`config.mk`:
```
export PLATFORM = sky130hd
export DESIGN_NAME = x2050wait
export DESIGN_NICKNAME = d
export VERILOG_FILES = /design/src/rtl/x2050wait.sv
export SDC_FILE = /design/constraint.sdc
export NUM_CORES = 1
export LEC_CHECK = 0
export ABC_AREA = 1
export ABC_CLOCK_PERIOD_IN_PS = 2600
export BUFFER_PORTS_ARGS = -buffer_cell sky130_fd_sc_hd__buf_2
export CORE_AREA = 2 2 58 60
export CTS_CLUSTER_SIZE = 10
export DETAILED_ROUTE_END_ITERATION = 16
export DIE_AREA = 0 0 60 62
export PLACE_DENSITY = 0.87
export SLEW_MARGIN = 5
export SYNTH_ARGS = -nofsm -noshare
export SYNTH_HDL_FRONTEND = slang
export SYNTH_SLANG_ARGS = --single-unit
```
`constraint.sdc`:
```
create_clock -name i_clk -period 2.6 [get_ports i_clk]
set_clock_uncertainty 0.2 [all_clocks]
set_input_delay 0.52 -clock i_clk [delete_from_list [all_inputs] [get_ports i_clk]]
set_output_delay 0.52 -clock i_clk [all_outputs]
set_load 0.005 [all_outputs]
```
`src/rtl/x2050wait.sv`:
```
// ---------------------------------------------------------------------------
// x2050wait -- wait-state and interrupt-priority sequencer for the 2050.
//
// Sits downstream of the PSW<12:15> (A,M,W,P) register. While the CPU is in
// wait state, ROS advance is frozen. The first enabled interrupt releases ROS
// and is presented to microcode as a latched, prioritized request until
// microcode acknowledges it.
//
// Ports:
//   i_clk          system clock
//   i_reset        asynchronous, active-high reset
//   i_ros_advance  ROS word advancing this cycle
//   i_ss           current ROS SS field
//   i_amwp         PSW<12:15>: [3]=A, [2]=M, [1]=W, [0]=P
//   i_sysmask      PSW<0:7>: [7-n] enables channel n (n=0..6), [0] external
//   i_io_req       pending I/O interrupt, bit n = channel n
//   i_ext_req      pending external interrupt
//   i_mck_req      pending machine check
//   i_int_ack      microcode has taken the interrupt (one-cycle pulse)
//   o_wait         wait light
//   o_hold_ros     freeze ROS advance
//   o_int_req      interrupt pending to microcode
//   o_int_class    00 none, 01 machine check, 10 external, 11 I/O
//   o_int_chan     channel number when class=11, else 0
//   o_wait_cnt     cycles spent in the most recent wait
// ---------------------------------------------------------------------------
module x2050wait #(
    parameter logic [5:0] WAIT_SS = 6'd57,
    parameter int         CNT_W   = 16
) (
    input  logic             i_clk,
    input  logic             i_reset,
    input  logic             i_ros_advance,
    input  logic [5:0]       i_ss,
    input  logic [3:0]       i_amwp,
    input  logic [7:0]       i_sysmask,
    input  logic [6:0]       i_io_req,
    input  logic             i_ext_req,
    input  logic             i_mck_req,
    input  logic             i_int_ack,
    output logic             o_wait,
    output logic             o_hold_ros,
    output logic             o_int_req,
    output logic [1:0]       o_int_class,
    output logic [2:0]       o_int_chan,
    output logic [CNT_W-1:0] o_wait_cnt
);

    localparam logic [1:0] ST_RUN  = 2'd0;
    localparam logic [1:0] ST_WAIT = 2'd1;
    localparam logic [1:0] ST_PEND = 2'd2;

    localparam logic [1:0] CLS_NONE = 2'b00;
    localparam logic [1:0] CLS_MCK  = 2'b01;
    localparam logic [1:0] CLS_EXT  = 2'b10;
    localparam logic [1:0] CLS_IO   = 2'b11;

    logic [1:0]       state_reg, state_next;
    logic [CNT_W-1:0] cnt_reg,   cnt_next;
    logic [1:0]       class_reg, class_next;
    logic [2:0]       chan_reg,  chan_next;

    // A and P bits play no part in wait/interrupt sequencing.
    logic unused_amwp;
    assign unused_amwp = &{1'b0, i_amwp[3], i_amwp[0]};

    // -----------------------------------------------------------------------
    // Request enabling. The system mask is numbered from the PSW MSB, so
    // channel n is enabled by mask bit 7-n.
    // -----------------------------------------------------------------------
    logic [6:0] io_en;

    genvar gi;
    generate
        for (gi = 0; gi < 7; gi++) begin : g_io_en
            assign io_en[gi] = i_io_req[gi] & i_sysmask[7-gi];
        end
    endgenerate

    logic       mck_en;
    logic       ext_en;
    logic       io_hit;
    logic [2:0] io_chan;

    assign mck_en = i_mck_req & i_amwp[2];
    assign ext_en = i_ext_req & i_sysmask[0];
    assign io_hit = |io_en;

    // Lowest enabled channel wins: scan downward so the last hit is lowest.
    always_comb begin
        io_chan = 3'd0;
        for (int n = 6; n >= 0; n--) begin
            if (io_en[n]) begin
                io_chan = 3'(n);
            end
        end
    end

    logic       any_en;
    logic [1:0] req_class;
    logic [2:0] req_chan;

    always_comb begin
        req_class = CLS_NONE;
        req_chan  = 3'd0;
        if (mck_en) begin
            req_class = CLS_MCK;
        end else if (ext_en) begin
            req_class = CLS_EXT;
        end else if (io_hit) begin
            req_class = CLS_IO;
            req_chan  = io_chan;
        end
    end

    assign any_en = (req_class != CLS_NONE);

    // -----------------------------------------------------------------------
    // Sequencer
    // -----------------------------------------------------------------------
    logic enter_wait;
    assign enter_wait = i_ros_advance & (i_ss == WAIT_SS) & i_amwp[1];

    always_comb begin
        state_next = state_reg;
        cnt_next   = cnt_reg;
        class_next = class_reg;
        chan_next  = chan_reg;

        case (state_reg)
            ST_RUN: begin
                if (enter_wait) begin
                    state_next = ST_WAIT;
                    cnt_next   = '0;
                end
            end

            ST_WAIT: begin
                // Count this WAIT cycle, including the one in which a
                // request is latched; stick at all-ones rather than wrap.
                if (cnt_reg != {CNT_W{1'b1}}) begin
                    cnt_next = cnt_reg + CNT_W'(1);
                end
                if (any_en) begin
                    state_next = ST_PEND;
                    class_next = req_class;
                    chan_next  = req_chan;
                end
            end

            ST_PEND: begin
                // Class/chan stay frozen; only an ack leaves PEND. The wait
                // count is kept for inspection until the next wait entry.
                if (i_int_ack) begin
                    state_next = ST_RUN;
                    class_next = CLS_NONE;
                    chan_next  = 3'd0;
                end
            end

            default: begin
                state_next = ST_RUN;
                class_next = CLS_NONE;
                chan_next  = 3'd0;
            end
        endcase
    end

    always_ff @(posedge i_clk or posedge i_reset) begin
        if (i_reset) begin
            state_reg <= ST_RUN;
            cnt_reg   <= '0;
            class_reg <= CLS_NONE;
            chan_reg  <= 3'd0;
        end else begin
            state_reg <= state_next;
            cnt_reg   <= cnt_next;
            class_reg <= class_next;
            chan_reg  <= chan_next;
        end
    end

    // -----------------------------------------------------------------------
    // Outputs: decoded straight from registered state, so reset clears them
    // asynchronously along with the state.
    // -----------------------------------------------------------------------
    assign o_wait      = (state_reg == ST_WAIT) | (state_reg == ST_PEND);
    assign o_hold_ros  = (state_reg == ST_WAIT);
    assign o_int_req   = (state_reg == ST_PEND);
    assign o_int_class = class_reg;
    assign o_int_chan  = chan_reg;
    assign o_wait_cnt  = cnt_reg;

endmodule

```
==> results of run 1 <==
-- cells in the mapped netlist, drive strengths merged --
| library cell | count |
|---|---|
| o21ai | 14 |
| o22ai | 1 |
| inv | 28 |
| ha | 5 |
| nor2 | 29 |
| o21bai | 3 |
| a21oi | 5 |
| buf | 2 |
| nand3 | 21 |
| a31oi | 1 |
| xnor2 | 1 |
| clkbuf | 2 |
| nand4 | 9 |
| nand2 | 91 |
| xor2 | 6 |
| dfrtp | 23 |
-- how the worst max path moves through the flow --
stage                endpoint  cells past startpoint
3_3_place_gp   o_wait_cnt[13]                      7
5_1_grt        o_wait_cnt[10]                      8
2_1_floorplan   o_wait_cnt[1]                      9
4_1_cts            o_hold_ros                      3
3_5_place_dp   o_wait_cnt[12]                      7
6_report           o_hold_ros                      3
-- kinds of logic (layout without fill, tap and decap cells) --
| group | Yosys count | count (layout) | synth area share [%] |
|---|---|---|---|
| AOI/OAI and AO/OA | 24 | 24 | 8.11 |
| xor gates and xnor gates | 7 | 7 | 3.82 |
| buffers and inverters | 32 | 86 | 8.50 |
| DFF | 23 | 23 | 35.9 |
| adders and majority gates | 5 | 5 | 3.90 |
| and+or+nand+nor | 150 | 150 | 39.8 |
-- worst max-delay path: stages (launching register included) --
cell                      delay (ns)
sky130_fd_sc_hd__dfrtp_1        0.43
sky130_fd_sc_hd__inv_1          0.11
sky130_fd_sc_hd__ha_1           0.32
sky130_fd_sc_hd__buf_2          0.17
-- final cells by class --
class,instances,area [µm²],area share [%]
inverter,28,105,5.44
multi-input combinational,186,892,46.1
tap,46,57.6,2.98
clock inverter,1,5.00,0.259
clock buffer,3,22.5,1.17
sequential,23,576,29.8
timing repair buffer,54,275,14.2
-- power groups by stage --
| stage | combinational [mW] | clock [mW] | sequential, mW |
|---|---|---|---|
| final | 0.568 | 0.166 | 0.462 |
| after detailed placement | 0.572 | 0 | 0.469 |
| after CTS | 0.575 | 0.170 | 0.462 |
| after floorplan | 0.437 | 0 | 0.466 |
| after global placement | 0.561 | 0 | 0.467 |
| after global routing | 0.662 | 0.188 | 0.470 |
-- per-layer routing --
metal | GRT usage (%) | share of wire (%) | up-vias
met5 | 0 | 0 | -
met3 | 2.90 | 4.3 | 7
met2 | 43.0 | 52 | 49
li1 | - | - | 873
met1 | 23.3 | 42 | 771
met4 | 10.2 | 1.5 | 0
==> summary.txt, run 1 <==
Route
  – Residual DRC: 0
  – Final wirelength: ~3700 µm
  – Remaining number of nets flagged by the antenna check after routing: 0
  – DR iter-0 viols: 78
  – Number of vias after detailed routing: approximately 1,700
  – First-pass iteration count of the detailed router: 4
  – Routed wirelength normalized by instance count: ~11 µm
  – Number of vias per cell after detailed routing: 4.99

Floorplanning
  – Die Footprint: 0.00372 mm²
  – Top Ports: 55
  – Placement row count: 21
  – Placeable core region: around 0.0032 mm²
  – Initial Util: between 50 and 60%
  – Die Wd: 60 µm
  – Vertical extent of the die: approximately 62 µm

Synthesis
  – Seq cells post-synth: 23
  – Leading cell types by total area after synthesis: sky130_fd_sc_hd__dfrtp_1, sky130_fd_sc_hd__nand2_1, sky130_fd_sc_hd__inv_1
  – Cell count after synthesis: roughly 240
  – Number of distinct standard cells referenced by the synthesized netlist: 23
  – Count of synthesis-stage warnings from yosys: 0
  – Top cell type's share of synthesized area: between 30% and 40%
  – Seq/Total Area, Yosys: between 30% and 40%
  – Cell accounting for the most synthesized area: sky130_fd_sc_hd__dfrtp_1
  – Mean instance size in the synthesized netlist: 6.66 µm²
  – Netlist area before placement: 0.00160 mm²
  – Syn Nets: ~280

CTS
  – Number of buffers added by the clock tree synthesis step: 3
  – Count of hold-fix buffers inserted at cts: 0
  – H-Tree Level Count: 1
  – Clock network latency to the later pin of the worst-skew pair: approximately 0.32 ns
  – Clock Root Buffer: sky130_fd_sc_hd__clkbuf_4
  – Number of sinks handled by clock tree synthesis: 23
  – CTS tree: yes
  – Number of post-CTS setup repair buffers: 0
  – Bufs on Longest Clock Path: 2
  – Number of gates resized after cts: 0
  – Clock input transition at the sequential cells of the worst setup and hold paths: between 0.1 and 0.15 ns

Setup path
  – Worst reg2reg path startpoint: state_reg[1]
  – Sort of element at the end of the critical path: primary output
  – Cell depth of the worst flop-to-flop path: 7
  – Arrival time worst endpoint: about 1.4 ns
  – CP startpoint kind: flop
  – Crit. Startpoint: state_reg[1]
  – Highest fanout seen on the critical path: 8
  – Reg2Reg Setup Slack: 0.56 ns
  – Classification of the worst setup path: reg2out
  – RR Endpoint: o_wait_cnt[13]
  – CP Data Required Time: 1.88 ns

Power
  – Internal power consumption: roughly 670 µW
  – Net Sw Frac: between 40% and 50%
  – Overall power after layout: 1.20 mW
  – Cell leakage power: between 1 and 1.5 nW
  – Portion of total power attributed to sequential cells: between 30% and 40%
  – Switch Pwr: 528 µW
  – Largest vdd supply drop: 0.466 mV
  – Combinational Power Share: between 40% and 50%
  – Clock power share: ~14%
  – Power density normalized to cell area: about 620 mW/mm²

Place
  – Gpl congestion: approximately 0.86
  – HPWL Detailed: around 3000 µm
  – Area after detailed placement: 0.00191 mm²
  – Placed cells: approximately 340
  – Pre-CTS WS: ~0.56 ns
  – Number of buffers inserted by port buffering: 52

STA
  – Post-layout worst setup margin: around 0.53 ns
  – Period utilization: about four fifths
  – Worst Max-Slew Pin Slew: 0.373 ns
  – Setup repair after global routing missed its margin: false
  – Time the worst path needs with I/O delays and setup: ~2.1 ns
  – Number of max-slew violations in the final report: 0
  – Final hold slack: between 0.01 and 0.015 ns
  – Worst slew slack as a fraction of its limit: 75.1%
  – Count of final setup violators: 0
  – Final hold violation count: 0
  – Highest clock rate: approximately 480 MHz
  – Final TNS setup: 0 ns

Global routing
  – Pin count of the biggest net entering global routing: 24
  – Number of antenna violations at the first check in global routing: 0
  – Wire length of the first global-routing pass: roughly 6200 µm
  – Vias in the first global route: 1,641
  – Overflow left after global routing: 0
  – Tot GR Track Use: approximately 22%

Final layout
  – Layout net count: 332
  – Area of all placed cells without fillers: 0.00193 mm²
  – Commonest cells after routing, fill and taps aside: sky130_fd_sc_hd__nand2_1, sky130_fd_sc_hd__buf_2, sky130_fd_sc_hd__inv_1, sky130_fd_sc_hd__nor2_1, sky130_fd_sc_hd__dfrtp_1
  – Filler instances: 322
  – Diodes inserted: 0
  – Commonest non-fill, non-tap cell in the layout: sky130_fd_sc_hd__nand2_1
  – Signed area change from the synthesized netlist to the final layout: 20.5%
  – Fin cells: ~340
  – Share of final-layout standard cells stronger than drive strength 1: 21.7%
  – Number of flip-flops under the largest register name: 16
  – Final Core Density: 60.8%

Hold path
  – Classification of the worst-slack hold path: in2async

Run status
  – Status: finished clean

Flow run
  – # Max-Cap Violations: 0
No activity file was read; power rests on OpenSTA's default activity.
==> inputs of run 2 (changes only) <==
Settings changed: ABC_CLOCK_PERIOD_IN_PS 2600 to 2000, CORE_AREA 2 2 58 60 to 2 2 60 62, DIE_AREA 0 0 60 62 to 0 0 62 64, PLACE_DENSITY 0.87 to 0.82.
Clock period 2.6 ns to 2 ns, I/O delays scaled along.
==> summary.txt, run 2 (synthesized netlist as in run 1, its figures left out) <==
Run status
  – Status: finished clean (unchanged)

Route
  – Final wirelength: 3650 µm (was 3670 µm)
  – DR iter-0 viols: 91 (was 78)
  – Routed wirelength normalized by instance count: 10.6 µm (was 10.8 µm)
  – Number of vias per cell after detailed routing: 4.92 (was 4.99)
  – First-pass iteration count of the detailed router: 4 (unchanged)
  – Remaining number of nets flagged by the antenna check after routing: 0 (unchanged)
  – Number of vias after detailed routing: 1,692 (was 1,700)
  – Residual DRC: 0 (unchanged)

Final layout
  – Number of flip-flops under the largest register name: 16 (unchanged)
  – Final Core Density: 60.3% (was 60.8%)
  – Signed area change from the synthesized netlist to the final layout: 23.6% (was 20.5%)
  – Commonest non-fill, non-tap cell in the layout: sky130_fd_sc_hd__nand2_1 (unchanged)
  – Layout net count: 335 (was 332)
  – Share of final-layout standard cells stronger than drive strength 1: 23.2% (was 21.7%)
  – Diodes inserted: 0 (unchanged)
  – Fin cells: 344 (was 341)
  – Commonest cells after routing, fill and taps aside: sky130_fd_sc_hd__nand2_1, sky130_fd_sc_hd__buf_2, sky130_fd_sc_hd__inv_1, sky130_fd_sc_hd__nor2_1, sky130_fd_sc_hd__dfrtp_1 (unchanged)

Global routing
  – Tot GR Track Use: 20.8% (was 22.0%)
  – Overflow left after global routing: 0 (unchanged)
  – Pin count of the biggest net entering global routing: 24 (unchanged)
  – Number of antenna violations at the first check in global routing: 0 (unchanged)
  – Wire length of the first global-routing pass: 6420 µm (was 6170 µm)
  – Vias in the first global route: 1,560 (was 1,641)

CTS
  – Clock network latency to the later pin of the worst-skew pair: 0.31 ns (was 0.32 ns)
  – H-Tree Level Count: 1 (unchanged)
  – Number of buffers added by the clock tree synthesis step: 3 (unchanged)
  – Bufs on Longest Clock Path: 2 (unchanged)
  – Clock Root Buffer: sky130_fd_sc_hd__clkbuf_4 (unchanged)
  – Number of sinks handled by clock tree synthesis: 23 (unchanged)
  – Clock input transition at the sequential cells of the worst setup and hold paths: 0.13 ns (about the same)
  – CTS tree: yes (unchanged)

Setup path
  – Crit. Startpoint: state_reg[1] (unchanged)
  – Worst path slowest cell: sky130_fd_sc_hd__dfrtp_1 (unchanged)
  – Critical Path, Cell by Cell: inv_1 > ha_2 > buf_2 (was inv_1 > ha_1 > buf_2)
  – Sort of element at the end of the critical path: primary output (unchanged)
  – Classification of the worst setup path: reg2out (unchanged)
  – Highest cell delay on the worst timing path: 0.42 ns (was 0.43 ns)
  – CP Data Required Time: 1.40 ns (was 1.88 ns)
  – CP startpoint kind: flop (unchanged)
  – Worst reg2reg path startpoint: state_reg[1] (unchanged)
  – Reg2Reg Setup Slack: 0.18 ns (was 0.56 ns)
  – Arrival time worst endpoint: 1.26 ns (was 1.35 ns)
  – Highest fanout seen on the critical path: 7 (was 8)

Power
  – Largest vdd supply drop: 0.519 mV (was 0.466 mV)
  – Power density normalized to cell area: 832 mW/mm² (was 619 mW/mm²)
  – Cell leakage power: 1.04 nW (was 1.03 nW)

STA
  – Worst Max-Slew Pin Slew: 0.386 ns (was 0.373 ns)
  – Period utilization: 92.8%
  – Setup repair after global routing missed its margin: false (unchanged)
  – Time the worst path needs with I/O delays and setup: 1.86 ns
  – Count of final setup violators: 0 (unchanged)
  – Final hold violation count: 0 (unchanged)
  – Number of max-slew violations in the final report: 0 (unchanged)
  – Worst slew slack as a fraction of its limit: 74.3% (was 75.1%)
  – Highest clock rate: approximately 540 MHz
  – Final TNS setup: 0 ns (unchanged)
  – Final hold slack: 0.198 ns (was 0.0150 ns)

Flow run
  – # Max-Cap Violations: 0 (unchanged)

Floorplanning
  – Initial Util: 48.8% (was 50.5%)
  – Top Ports: 55 (unchanged)
  – Die Wd: 62 µm (was 60 µm)
  – Placeable core region: 0.00328 mm² (was 0.00318 mm²)
  – Vertical extent of the die: 64 µm (was 62 µm)
  – Placement row count: 21 (unchanged)
  – Die Footprint: 0.00397 mm² (was 0.00372 mm²)

Hold path
  – Startpoint of the tightest hold check path: i_sysmask[7]
  – Classification of the worst-slack hold path: in2reg (was in2async)

Place
  – Number of buffers inserted by port buffering: 52 (unchanged)
  – Placed cells: 339 (was 337)
  – HPWL Detailed: 2870 µm (was 2920 µm)
  – Gpl congestion: 0.890 (was 0.862)
[run 2: changes by cell type in the layout (fill, tap and decap cells not counted)]
cell	before	now
sky130_fd_sc_hd__a21oi_1	5	4
sky130_fd_sc_hd__a21oi_2	0	1
sky130_fd_sc_hd__buf_4	2	4
sky130_fd_sc_hd__clkbuf_1	0	1
sky130_fd_sc_hd__clkinv_2	1	0
sky130_fd_sc_hd__dlygate4sd3_1	0	1
sky130_fd_sc_hd__ha_1	5	3
sky130_fd_sc_hd__ha_2	0	2
sky130_fd_sc_hd__nand2_1	90	89
sky130_fd_sc_hd__nand2_8	0	1
[run 2: worst max-delay path: cells and delay by family (launching register included)]
family | cells | cell delay, ns
flops | 1 | 0.42
fa+ha+maj | 1 | 0.27
buf+inv | 2 | 0.25
[run 2: final timing paths]
path / cells after the start / endpoint
min in group asynchronous: 4 / o_wait_cnt[14]
hold / removal: 4 / o_int_chan[0]
setup / recovery: 3 / o_hold_ros
max in group asynchronous: 4 / o_wait_cnt[1]
setup reg to reg: 7 / o_wait_cnt[13]
hold reg to reg: 2 / o_int_class[0]
[run 2: per-stage QoR]
step,power [mW],setup WS [ns],instance area [µm²]
2_1_floorplan,1.17,0.279,1600
3_3_place_gp,1.37,0.0975,1920
3_5_place_dp,1.39,0.0130,1920
4_1_cts,1.63,0.0716,1960
5_1_grt,1.83,0.0177,1980
6_report,1.65,0.145,1980
[run 2: timing repair]
action	CTS	global route
hold buffers	1	0
setup buffers	0	0
setup endpoints to repair	2	21
gates resized for setup	1	5
hold endpoints to repair	23	0
[run 2: final cells by class]
| type | count | area [µm²] |
|---|---|---|
| multi-input cells | 186 | 917 |
| well taps | 46 | 57.6 |
| flip-flops and latches | 23 | 576 |
| inverters | 28 | 105 |
| clock buffers | 4 | 26.3 |
| fillers | 332 | 1300 |
| repair buffers | 57 | 300 |
[run 2: where the power goes]
| part | switching, mW | leakage [nW] | internal, mW |
|---|---|---|---|
| sequential | 0.0523 | 0.312 | 0.541 |
| combinational | 0.538 | 0.714 | 0.300 |
| clock | 0.139 | 0.0150 | 0.0780 |
[run 2: layer usage]
metal	up-vias	part of all wire, %	global-route usage (%)
li1	883	-	-
met1	753	45	26.7
met2	52	49	35.5
met3	4	5.6	3.24
met4	0	1.1	4.79
met5	-	0	0
